### config.mk
export PLATFORM = sky130hd
export DESIGN_NAME = acc_ctrl_sequencer
export DESIGN_NICKNAME = d
export VERILOG_FILES = /design/src/rtl/acc_ctrl_sequencer.sv
export SDC_FILE = /design/constraint.sdc
export NUM_CORES = 1
export LEC_CHECK = 0
export ABC_CLOCK_PERIOD_IN_PS = 1200
export BUFFER_PORTS_ARGS = -buffer_cell sky130_fd_sc_hd__buf_2
export CORE_ASPECT_RATIO = 1.25
export CORE_MARGIN = 2
export CORE_UTILIZATION = 42
export CTS_BUF_LIST = sky130_fd_sc_hd__clkbuf_4
export CTS_CLUSTER_DIAMETER = 150
export DETAILED_ROUTE_END_ITERATION = 16
export PLACE_DENSITY = 0.77
export SLEW_MARGIN = 20
export SYNTH_ARGS = -nofsm -noshare
export SYNTH_HDL_FRONTEND = slang
export SYNTH_SLANG_ARGS = --single-unit
### constraint.sdc
create_clock -name CLK -period 1.2 [get_ports CLK]
set_input_delay 0.12 -clock CLK [delete_from_list [all_inputs] [get_ports CLK]]
set_output_delay 0.12 -clock CLK [all_outputs]
set_load 0.05 [all_outputs]
### src/rtl/acc_ctrl_sequencer.sv
// rtl/acc_ctrl_sequencer.sv - fetch/decode/execute microsequencer for the 8-bit accumulator machine
module acc_ctrl_sequencer #(
  parameter int OPC_W = 4,
  parameter int ST_W  = 4
) (
  input  logic             CLK,
  input  logic             RESET,
  input  logic             run,
  input  logic             prog_mode,
  input  logic             prog_strobe,
  input  logic [OPC_W-1:0] opcode,
  input  logic             acc_zero,
  output logic             pc_oe,
  output logic             pc_inc,
  output logic             pc_load,
  output logic             mar_we,
  output logic             ram_oe,
  output logic             ram_we,
  output logic             ir_we,
  output logic             ir_oe,
  output logic             breg_we,
  output logic             alu_oe,
  output logic             alu_sub,
  output logic             acc_oe,
  output logic             acc_we,
  output logic             acc_load,
  output logic             out_we,
  output logic             halted,
  output logic [ST_W-1:0]  state
);

  typedef enum logic [3:0] {
    IDLE = 4'd0,
    PROG = 4'd1,
    F1   = 4'd2,
    F2   = 4'd3,
    DEC  = 4'd4,
    E1   = 4'd5,
    E2   = 4'd6,
    E3   = 4'd7,
    HALT = 4'd8
  } state_t;

  localparam logic [OPC_W-1:0] OP_LDA = OPC_W'(1);
  localparam logic [OPC_W-1:0] OP_STA = OPC_W'(2);
  localparam logic [OPC_W-1:0] OP_ADD = OPC_W'(3);
  localparam logic [OPC_W-1:0] OP_SUB = OPC_W'(4);
  localparam logic [OPC_W-1:0] OP_JMP = OPC_W'(5);
  localparam logic [OPC_W-1:0] OP_JZ  = OPC_W'(6);
  localparam logic [OPC_W-1:0] OP_OUT = OPC_W'(7);
  localparam logic [OPC_W-1:0] OP_HLT = OPC_W'(15);

  state_t           state_q, state_d;
  logic [OPC_W-1:0] opc_q, opc_d;
  state_t           end_st;

  assign end_st = run ? F1 : IDLE;

  always_comb begin
    state_d = IDLE;
    opc_d   = opc_q;
    case (state_q)
      IDLE: begin
        if (prog_mode)  state_d = PROG;
        else if (run)   state_d = F1;
        else            state_d = IDLE;
      end
      PROG: state_d = prog_mode ? PROG : IDLE;
      F1:   state_d = F2;
      F2:   state_d = DEC;
      DEC: begin
        opc_d = opcode;
        if (opcode == OP_HLT)
          state_d = HALT;
        else if (opcode >= OP_LDA && opcode <= OP_OUT)
          state_d = E1;
        else
          state_d = end_st;
      end
      E1: begin
        case (opc_q)
          OP_LDA, OP_STA, OP_ADD, OP_SUB, OP_OUT: state_d = E2;
          default:                                state_d = end_st;
        endcase
      end
      E2:   state_d = (opc_q == OP_ADD || opc_q == OP_SUB) ? E3 : end_st;
      E3:   state_d = end_st;
      HALT: state_d = run ? HALT : IDLE;
      default: state_d = IDLE;
    endcase
  end

  always_ff @(posedge CLK) begin
    if (RESET) begin
      state_q <= IDLE;
      opc_q   <= '0;
    end else begin
      state_q <= state_d;
      opc_q   <= opc_d;
    end
  end

  // Strobes depend only on registered state/opcode, except the programmer
  // load and the JZ branch condition which must react in the same cycle.
  always_comb begin
    pc_oe    = 1'b0;
    pc_inc   = 1'b0;
    pc_load  = 1'b0;
    mar_we   = 1'b0;
    ram_oe   = 1'b0;
    ram_we   = 1'b0;
    ir_we    = 1'b0;
    ir_oe    = 1'b0;
    breg_we  = 1'b0;
    alu_oe   = 1'b0;
    alu_sub  = 1'b0;
    acc_oe   = 1'b0;
    acc_we   = 1'b0;
    acc_load = 1'b0;
    out_we   = 1'b0;
    halted   = 1'b0;
    case (state_q)
      PROG: acc_load = prog_strobe;
      F1: begin
        pc_oe  = 1'b1;
        mar_we = 1'b1;
      end
      F2: begin
        ram_oe = 1'b1;
        ir_we  = 1'b1;
        pc_inc = 1'b1;
      end
      E1: begin
        case (opc_q)
          OP_LDA, OP_ADD, OP_SUB: begin
            ir_oe  = 1'b1;
            mar_we = 1'b1;
          end
          OP_STA: begin
            ir_oe  = 1'b1;
            mar_we = 1'b1;
            acc_oe = 1'b1;
          end
          OP_JMP: begin
            ir_oe   = 1'b1;
            pc_load = 1'b1;
          end
          OP_JZ: begin
            ir_oe   = 1'b1;
            pc_load = acc_zero;
          end
          OP_OUT: acc_oe = 1'b1;
          default: ;
        endcase
      end
      E2: begin
        case (opc_q)
          OP_LDA: begin
            ram_oe = 1'b1;
            acc_we = 1'b1;
          end
          OP_STA: ram_we = 1'b1;
          OP_ADD, OP_SUB: begin
            ram_oe  = 1'b1;
            breg_we = 1'b1;
          end
          OP_OUT: out_we = 1'b1;
          default: ;
        endcase
      end
      E3: begin
        if (opc_q == OP_ADD || opc_q == OP_SUB) begin
          alu_oe  = 1'b1;
          acc_we  = 1'b1;
          alu_sub = (opc_q == OP_SUB);
        end
      end
      HALT: halted = 1'b1;
      default: ;
    endcase
  end

  assign state = ST_W'(state_q);

endmodule

==> results.tsv, run 1 <==
metric	value	unit
ys_ff_latch	8	
status	stopped before the end	
synth_edf_count	0	
clockBufferDepth	2	
port_buffers	29	
syn_area	758	um^2
numCtsBuffers	3	
gp_congestion	0.852	
synthArstFlopShare	0	
syn-num-nets	110	
cts_root_buffer	clkbuf_4	
synthCells	100	
worstEndpointType	output port	
io_pins	30	
ys_seq_area_frac	0.211	
synth_cell_type_count	43	
firstError	[ERROR DPL-0038] Utilization greater than 100%, impossible to legalize	
htreeDepth	1	
dp_hpwl	1910	um
haltStage	global routing	
cts_hold_buf	0	
rows	17	
place_inst	169	
dieWidth	42.0	um
grt-worst-endpoint	acc_oe	
start_util	0.440	
postPlaceCellArea	1210	um^2
syn_area_per_cell	7.58	um^2
cts.sinks	8	
ys_warn_count	0	
synth-main-ff-cell	dfxtp_1	
fp.dieH	51.5	um
pre_cts_ws	-245	ps
grt_max_degree	8	
-- logic make-up after synthesis --
group                  count (synthesis)  share of synthesized area
buffers and inverters                 13                      0.107
AO/OA/AOI/OAI                         22                      0.208
flip-flops                             8                      0.211
AND/OR/NAND/NOR                       54                      0.434
multiplexers                           3                     0.0396
-- cell usage after synthesis, drive strengths merged (3+ instances only) --
cell / instances / area share
a21oi: 5 / 0.038
and3: 3 / 0.025
buf: 7 / 0.078
dfxtp: 8 / 0.21
inv: 5 / 0.025
mux2i: 3 / 0.040
nand2: 6 / 0.030
nor2: 19 / 0.094
nor2b: 3 / 0.035
nor3: 5 / 0.040
o21ai: 3 / 0.020
-- through the flow --
| step | utilization | setup TNS, ps |
|---|---|---|
| detailed placement | 0.704 | -3880 |
| floorplan | - | -6060 |
| global placement | 0.704 | -2840 |
| CTS | 0.949 | -6250 |
-- repair_timing --
item,in CTS
gates resized for setup,78
endpoints found under the setup margin,24
pin swaps,21
setup buffers,15
==> inputs of run 2 (changes only) <==
==> config.mk (replaced) <==
export PLATFORM = sky130hd
export DESIGN_NAME = acc_ctrl_sequencer
export DESIGN_NICKNAME = d
export VERILOG_FILES = /design/src/rtl/acc_ctrl_sequencer.sv
export SDC_FILE = /design/constraint.sdc
export NUM_CORES = 1
export LEC_CHECK = 0
export ABC_CLOCK_PERIOD_IN_PS = 1600
export BUFFER_PORTS_ARGS = -buffer_cell sky130_fd_sc_hd__buf_2
export CORE_AREA = 2 2 63 65
export DETAILED_ROUTE_END_ITERATION = 16
export DIE_AREA = 0 0 65 67
export PLACE_DENSITY_LB_ADDON = 0.15
export SLEW_MARGIN = 20
export SYNTH_ARGS = -nofsm -noshare
export SYNTH_HDL_FRONTEND = slang
export SYNTH_SLANG_ARGS = --single-unit
==> constraint.sdc (replaced) <==
create_clock -name CLK -period 1.6 [get_ports CLK]
set_input_delay 0.16 -clock CLK [delete_from_list [all_inputs] [get_ports CLK]]
set_output_delay 0.16 -clock CLK [all_outputs]
set_load 0.05 [all_outputs]
==> results.tsv, run 2 <==
metric	value	unit
die-area	4360	um^2
port_buffers	29	
clock_power_share	0.348	
worstRegToRegCells	5	
fmax	0.631	GHz
synth.top_cells.by_area	dfxtp_1 (21%), nor2_1 (9.4%), buf_6 (4.5%)	
fp.dieH	67	um
dp_hpwl	1760	um
overflow	0	
grt_max_degree	13	
arrival	1420	ps
maxCapViolCount	0	
power_density	563	nW/um^2
crit_fanout	4	
irDropWorstVdd	244	uV
clock_latency	220	ps
cts.sinks	8	
wl_per_cell	11.7	um
pre_cts_ws	34.9	ps
slew_headroom	0.766	
detail-route-antenna-nets	0	
first_iter_violations	26	
gp_congestion	0.736	
cellLeakagePower	0.500	nW
syn_area	758	um^2
crit_path_end_kind	output pin	
io_pins	30	
r2r_start	state[2]$_SDFF_PP0_	
yosys.area.top_type	dfxtp_1	
start_util	0.210	
synth-main-ff-cell	dfxtp_1	
ys_warn_count	0	
start_kind	register	
status	finished, final reports clean	
track_usage	0.103	
nFillCells	383	
drtPass1Iterations	5	
dieWidth	65	um
rsz0062_at_grt	yes	
synthCells	100	
fin_crit	1580	ps
finalHoldViolCount	0	
grt_pass1_wl	3510	um
syn_area_per_cell	7.58	um^2
htreeDepth	1	
vias_per_cell	4.59	
rrSetupSlack	220	ps
drive_gt1_frac	0.580	
clockBufferDepth	2	
synth_edf_count	0	
clk_pin_slew	40	ps
pwr-share-seq	0.322	
layout_common_cells	buf_2 (17), buf_4 (15), nor2_1 (12), buf_6 (10), dfxtp_4 (5)	
num_vias	854	
wl	2190	um
rows	22	
drv_slew	0	
hp-class	in2reg	
worstMarginPinSlew	350	ps
nNetsFinal	149	
p_sw_frac	0.340	
r2r-end	state[1]$_SDFF_PP0_	
numCtsBuffers	3	
finalSetupViolCount	0	
min_from	RESET	
ys_ff_latch	8	
hold-worst-slack	187	ps
post-synth-top-count-cell	nor2_1	
holdPathStages	2	
num_antenna_cells	0	
syn-num-nets	110	
grt_pass1_vias	746	
crit_required	1440	ps
cts_tree	done	
netSwitchingPower	242	uW
worst_slack	16.3	ps
synthTopCellsByCount	nor2_1 (19), dfxtp_1 (8), nand2_1 (6)	
layout.cells.most_common	buf_2	
period_share	0.990	
p_int	470	uW
ys_seq_area_frac	0.211	
cts_hold_buf	0	
drc	0	
syn_to_final_growth	66.8	%
min_to	state[0]$_SDFF_PP0_	
synthArstFlopShare	0	
worstSetupPathType	reg2out	
cts_root_buffer	clkbuf_8	
pwr-share-comb	0.329	
synth_cell_type_count	43	
grt_antenna_before_repair	0	
synth_top_area_frac	0.211	
finClkSkew	3.07	ps
coreArea	3610	um^2
-- run 2: cell counts after synthesis --
Identical to the previous run, type by type.
-- run 2: logic make-up after synthesis --
group	after synthesis	synth area share
muxes	3	0.0396
buffers and inverters	13	0.107
and+or+nand+nor	54	0.434
DFF	8	0.211
AOI/OAI and AO/OA	22	0.208
-- run 2: per-layer routing --
layer  share of wire  track usage  vias up
li1                -            -      430
met1            0.50        0.144      400
met2            0.46        0.162       24
met3           0.041       0.0152        0
met4               0       0.0319        0
met5               0            0        -
-- run 2: cell type report --
| class | count | area, um^2 | area share |
|---|---|---|---|
| multi-input combinational | 79 | 647 | 0.511 |
| timing repair buffer | 42 | 310 | 0.245 |
| sequential | 8 | 181 | 0.143 |
| tap | 48 | 60.1 | 0.0475 |
| clock buffer | 4 | 45.0 | 0.0356 |
| inverter | 5 | 21.3 | 0.0168 |
-- run 2: power by group through the flow --
stage / Sequential [mW] / Clock [mW] / Combinational [mW]
floorplan: 0.246 / 0 / 0.153
global placement: 0.234 / 0 / 0.211
detailed placement: 0.235 / 0 / 0.211
CTS: 0.232 / 0.255 / 0.229
global route: 0.231 / 0.273 / 0.248
finish: 0.229 / 0.248 / 0.234
-- run 2: worst max path at each step --
stage,from,end,slack [ps],cells after the start
5_1_grt,state[2]$_SDFF_PP0_,acc_oe,-50,5
2_1_floorplan,state[2]$_SDFF_PP0_,acc_oe,-190,5
3_5_place_dp,state[1]$_SDFF_PP0_,ram_oe,30,4
3_3_place_gp,state[1]$_SDFF_PP0_,ram_oe,60,4
6_report,state[2]$_SDFF_PP0_,ram_we,20,5
4_1_cts,state[2]$_SDFF_PP0_,ram_oe,-1,5
-- run 2: per-stage QoR --
step	std cells	utilization	setup TNS (ps)	area [um^2]	total power [mW]
final	186	0.351	0	1260	0.712
after global routing	186	0.351	-281	1260	0.752
after CTS	185	0.335	-1.35	1210	0.716
after detailed placement	178	0.298	0	1070	0.446
after global placement	178	0.298	0	1070	0.445
after floorplan	100	-	-830	867	0.399
-- run 2: worst max-delay path, cell delays in order, from the launching register on --
cell     delay (ps)
dfxtp_4         350
inv_4            40
nor3_4          250
nand2_2         200
nor3_4          140
buf_4           210
-- run 2: timing repair --
action                     CTS  global route
setup buffers                3             1
pin swaps                    3             5
setup endpoints to repair   12            13
cloned                       0             0
gates resized for setup     23            16
(Power assumes the default switching activity.)
==> inputs of run 3 (changes only) <==
--- a/config.mk
+++ b/config.mk
@@ -6,7 +6,7 @@
 export NUM_CORES = 1
 export LEC_CHECK = 0
 export ABC_CLOCK_PERIOD_IN_PS = 1600
-export BUFFER_PORTS_ARGS = -buffer_cell sky130_fd_sc_hd__buf_2
+export BUFFER_PORTS_ARGS = -buffer_cell sky130_fd_sc_hd__buf_4
 export CORE_AREA = 2 2 63 65
 export DETAILED_ROUTE_END_ITERATION = 16
 export DIE_AREA = 0 0 65 67
==> constraint.sdc (replaced) <==
create_clock -name CLK -period 1.6 [get_ports CLK]
set_input_delay 0.16 -clock CLK [delete_from_list [all_inputs] [get_ports CLK]]
set_output_delay 0.16 -clock CLK [all_outputs]
set_load 0.005 [all_outputs]
==> results.tsv, run 3 (synthesis results as in run 2) <==
metric	value	unit
status	finished, final reports clean	
setup_tns	0	ps
fin_crit	1570	ps
design_area	1140	um^2
rows	22	
crit_slowest_cell	dfxtp_2	
num_antenna_cells	0	
netSwitchingPower	167	uW
worstSetupPathType	reg2out	
gp_congestion	0.792	
pwr-share-seq	0.369	
cts_hold_buf	0	
hp-class	in2reg	
numCtsBuffers	3	
drive_gt1_frac	0.481	
finalHoldViolCount	0	
pwr-share-comb	0.252	
overflow	0	
finalSetupViolCount	0	
grt_antenna_before_repair	0	
postPlaceCellArea	1030	um^2
r2r_start	state[3]$_SDFF_PP0_	
num_vias	811	
cp-startpoint	state[2]$_SDFF_PP0_	
start_util	0.210	
grt_pass1_vias	802	
cts_root_buffer	clkbuf_8	
wl_per_cell	11.9	um
arrival	1410	ps
syn_to_final_growth	50.2	%
clockBufferDepth	2	
vias_per_cell	4.43	
period_share	0.980	
layout_common_cells	buf_4 (40), nor2_1 (17)	
nNetsFinal	147	
io_pins	30	
worstRegToRegCells	5	
fmax	0.637	GHz
grt_pass1_wl	3630	um
wl	2170	um
nFillCells	409	
die-area	4360	um^2
port_buffers	29	
drc	0	
detail-route-antenna-nets	0	
cts_tree	done	
fp.dieH	67	um
p_sw_frac	0.267	
p_int	459	uW
dp_hpwl	1700	um
cts.sinks	8	
r2r-end	state[1]$_SDFF_PP0_	
crit_required	1440	ps
start_kind	register	
max_stage_delay	320	ps
coreArea	3610	um^2
track_usage	0.104	
maxCapViolCount	0	
regArea	173	um^2
power_density	550	nW/um^2
min_from	RESET	
cellLeakagePower	0.463	nW
worstSetupEndpoint	acc_oe	
crit_path_end_kind	output pin	
clock_latency	220	ps
multiInputGateArea	546	um^2
clock_power_share	0.380	
finClkSkew	0.643	ps
worstMarginPinSlew	265	ps
htreeDepth	1	
drtPass1Iterations	4	
layout.cells.most_common	buf_4	
rsz0062_at_grt	yes	
drv_slew	0	
first_iter_violations	24	
irDropWorstVdd	285	uV
slew_headroom	0.823	
clk_pin_slew	40	ps
dieWidth	65	um
grt_max_degree	13	
crit_fanout	4	
path_cells	inv_2 > nor3_4 > nand2_2 > nor4b_2 > buf_4	
rrSetupSlack	200	ps
==> run 3: cell count changes in the layout (fill, tap and decap cells not counted), moves of 2 or more <==
cell,change
buf_2,-17
buf_4,+25
buf_6,-10
dfxtp_2,+2
dfxtp_4,-3
nor2_1,+5
nor2_2,-2
nor2_4,-3
==> run 3: critical path, delay by kind of cell, from the launching register on <==
kind	cells	cell delay, ps
AND/OR/NAND/NOR	3	670
buffers and inverters	2	190
flip-flops	1	320
==> run 3: how the worst min path moves through the flow <==
stage | end | slack [ps] | depth (start not counted)
final | state[0]$_SDFF_PP0_ | 140 | 2
after global routing | state[0]$_SDFF_PP0_ | 150 | 2
after CTS | state[0]$_SDFF_PP0_ | 150 | 2
after detailed placement | state[0]$_SDFF_PP0_ | 390 | 2
after global placement | state[0]$_SDFF_PP0_ | 390 | 2
after floorplan | state[0]$_SDFF_PP0_ | 220 | 1
==> run 3: power groups by stage <==
stage / Clock, mW / Sequential [mW] / Combinational, mW
6_report: 0.238 / 0.231 / 0.158
5_1_grt: 0.257 / 0.233 / 0.175
4_1_cts: 0.242 / 0.232 / 0.153
3_5_place_dp: 0 / 0.234 / 0.151
3_3_place_gp: 0 / 0.233 / 0.151
2_1_floorplan: 0 / 0.222 / 0.0976
==> run 3: layer usage <==
layer  track usage  routed length (um)  share of wire  vias up
li1              -                   -              -      424
met1         0.140                1040           0.48      369
met2         0.162                1000           0.46       16
met3        0.0220                 115          0.053        2
met4        0.0399                  17         0.0078        0
met5             0                   0              0        -
==> run 3: per-stage QoR <==
| step | hold WS (ps) | instances | power, mW | util | setup slack, ps |
|---|---|---|---|---|---|
| after global routing | 153 | 183 | 0.665 | 0.316 | -80.2 |
| after floorplan | 225 | 100 | 0.320 | - | 268 |
| after detailed placement | 387 | 176 | 0.385 | 0.285 | 119 |
| final | 144 | 183 | 0.627 | 0.316 | 31.2 |
| after global placement | 390 | 176 | 0.384 | 0.285 | 106 |
| after CTS | 145 | 179 | 0.627 | 0.299 | 19.0 |
==> run 3: timing repair <==
| action | CTS | global route |
|---|---|---|
| gates resized for setup | 5 | 13 |
| cloned | 0 | 0 |
| pin swaps | 0 | 4 |
| endpoints found under the setup margin | 8 | 10 |
| setup buffers | 0 | 4 |
==> run 3: final cells by class <==
| cell class | instances | area share |
|---|---|---|
| repair buffers | 40 | 0.264 |
| flip-flops and latches | 8 | 0.152 |
| inverters | 5 | 0.0165 |
| multi-input cells | 79 | 0.479 |
| clock buffers | 3 | 0.0363 |
| well taps | 48 | 0.0527 |
==> inputs of run 4 (changes only) <==
--- a/config.mk
+++ b/config.mk
@@ -6,10 +6,10 @@
 export NUM_CORES = 1
 export LEC_CHECK = 0
 export ABC_CLOCK_PERIOD_IN_PS = 1600
-export BUFFER_PORTS_ARGS = -buffer_cell sky130_fd_sc_hd__buf_4
 export CORE_AREA = 2 2 63 65
 export DETAILED_ROUTE_END_ITERATION = 16
 export DIE_AREA = 0 0 65 67
+export DONT_BUFFER_PORTS = 1
 export PLACE_DENSITY_LB_ADDON = 0.15
 export SLEW_MARGIN = 20
 export SYNTH_ARGS = -nofsm -noshare
==> results.tsv, run 4 (synthesis results as in run 2) <==
metric	value	unit
port_buffers	0	
num_vias	710	
grt_antenna_before_repair	0	
drv_slew	0	
numCtsBuffers	3	
layout.cells.most_common	nor2_1	
p_int	429	uW
fp.dieH	67	um
die-area	4360	um^2
cp_top_family	simple AND/OR/NAND/NOR gates	
detail-route-antenna-nets	0	
cts_root_buffer	clkbuf_8	
cts_tree	done	
nFillCells	397	
irDropWorstVdd	204	uV
cts.sinks	8	
first_iter_violations	27	
p_sw_frac	0.259	
start_util	0.210	
wl_per_cell	14.1	um
met1Wirelength	958	um
finalHoldViolCount	0	
cp_num_buf_inv	1	
route.met3.wl	174	um
crit_path_end_kind	output pin	
cellLeakagePower	0.303	nW
worst_slack	115	ps
drive_gt1_frac	0.217	
grt_pass1_wl	3540	um
rsz0062_at_grt	no	
drtPass1Iterations	3	
power_density	641	nW/um^2
design_area	903	um^2
pwr-share-comb	0.206	
dieWidth	65	um
crit_required	1440	ps
slew_headroom	0.799	
layout_common_cells	nor2_1 (19), buf_4 (8), inv_1 (5), nand2_1 (5), dfxtp_1 (5)	
worstSetupPathType	reg2out	
nNetsFinal	118	
dp_hpwl	1710	um
hp-class	in2reg	
rows	22	
vias_per_cell	4.61	
io_pins	30	
arrival	1320	ps
track_usage	0.107	
maxCapViolCount	0	
postPlaceCellArea	816	um^2
clock_power_share	0.405	
netSwitchingPower	150	uW
fmax	0.674	GHz
period_share	0.928	
met2_length	1020	um
grt_max_degree	15	
top_layer_used	met4	
clock_latency	220	ps
instances_no_fill	154	
status	finished, final reports clean	
crit_fanout	8	
grt_pass1_vias	726	
gp_congestion	0.755	
setup_tns	0	ps
drc	0	
fin_crit	1480	ps
wl	2170	um
crit_slowest_cell	or3_1	
worstMarginPinSlew	301	ps
path_cells	buf_4 > or3_1 > nor2_1	
coreArea	3610	um^2
place_inst	148	
pre_cts_ws	141	ps
syn_to_final_growth	19.1	%
finalSetupViolCount	0	
clockBufferDepth	2	
num_antenna_cells	0	
pwr-share-seq	0.388	
max_stage_delay	410	ps
clk_pin_slew	40	ps
start_kind	register	
cts_setup_buffers	0	
htreeDepth	1	
finClkSkew	3.92	ps
overflow	0	
-- run 4: what timing repair did --
action                     in CTS  in global routing
gates cloned                    0                  0
hold endpoints to repair        3                  1
setup endpoints to repair       1                  8
pin swaps                       0                  0
gates resized for setup         1                  6
hold buffers                    2                  1
-- run 4: worst paths after layout --
kind | cells after the start | slack (ps) | startpoint | to
worst max register to register | 5 | 220 | state[0]$_SDFF_PP0_ | state[1]$_SDFF_PP0_
worst max-delay path | 3 | 120 | state[1]$_SDFF_PP0_ | halted
worst min-delay path | 2 | 90 | RESET | state[1]$_SDFF_PP0_
worst min register to register | 2 | 580 | opc_q[3]$_SDFFE_PP0P_ | opc_q[3]$_SDFFE_PP0P_
-- run 4: final cells by class --
class / count / area [um^2] / area share
timing repair buffer: 11 / 90.1 / 0.0997
inverter: 5 / 18.8 / 0.0208
tap: 48 / 60.1 / 0.0665
sequential: 8 / 166 / 0.184
clock buffer: 3 / 41.3 / 0.0457
multi-input combinational: 79 / 527 / 0.583
-- run 4: power by group through the flow --
| stage | registers (mW) | logic [mW] | clock network [mW] |
|---|---|---|---|
| 3_3_place_gp | 0.229 | 0.112 | 0 |
| 6_report | 0.225 | 0.120 | 0.235 |
| 5_1_grt | 0.227 | 0.132 | 0.250 |
| 4_1_cts | 0.225 | 0.118 | 0.245 |
| 3_5_place_dp | 0.229 | 0.112 | 0 |
| 2_1_floorplan | 0.222 | 0.0976 | 0 |
-- run 4: metrics by stage --
step | util | power, mW | hold WS, ps
floorplan | - | 0.320 | 225
global placement | 0.226 | 0.341 | 227
detailed placement | 0.226 | 0.341 | 228
CTS | 0.244 | 0.588 | 1.57
global route | 0.251 | 0.609 | 89.6
finish | 0.251 | 0.579 | 88.0
-- run 4: metal layers --
| metal | vias up | GRT usage |
|---|---|---|
| met2 | 17 | 0.171 |
| met3 | 2 | 0.0422 |
| met1 | 324 | 0.125 |
| li1 | 367 | - |
| met5 | - | 0 |
| met4 | 0 | 0.0479 |
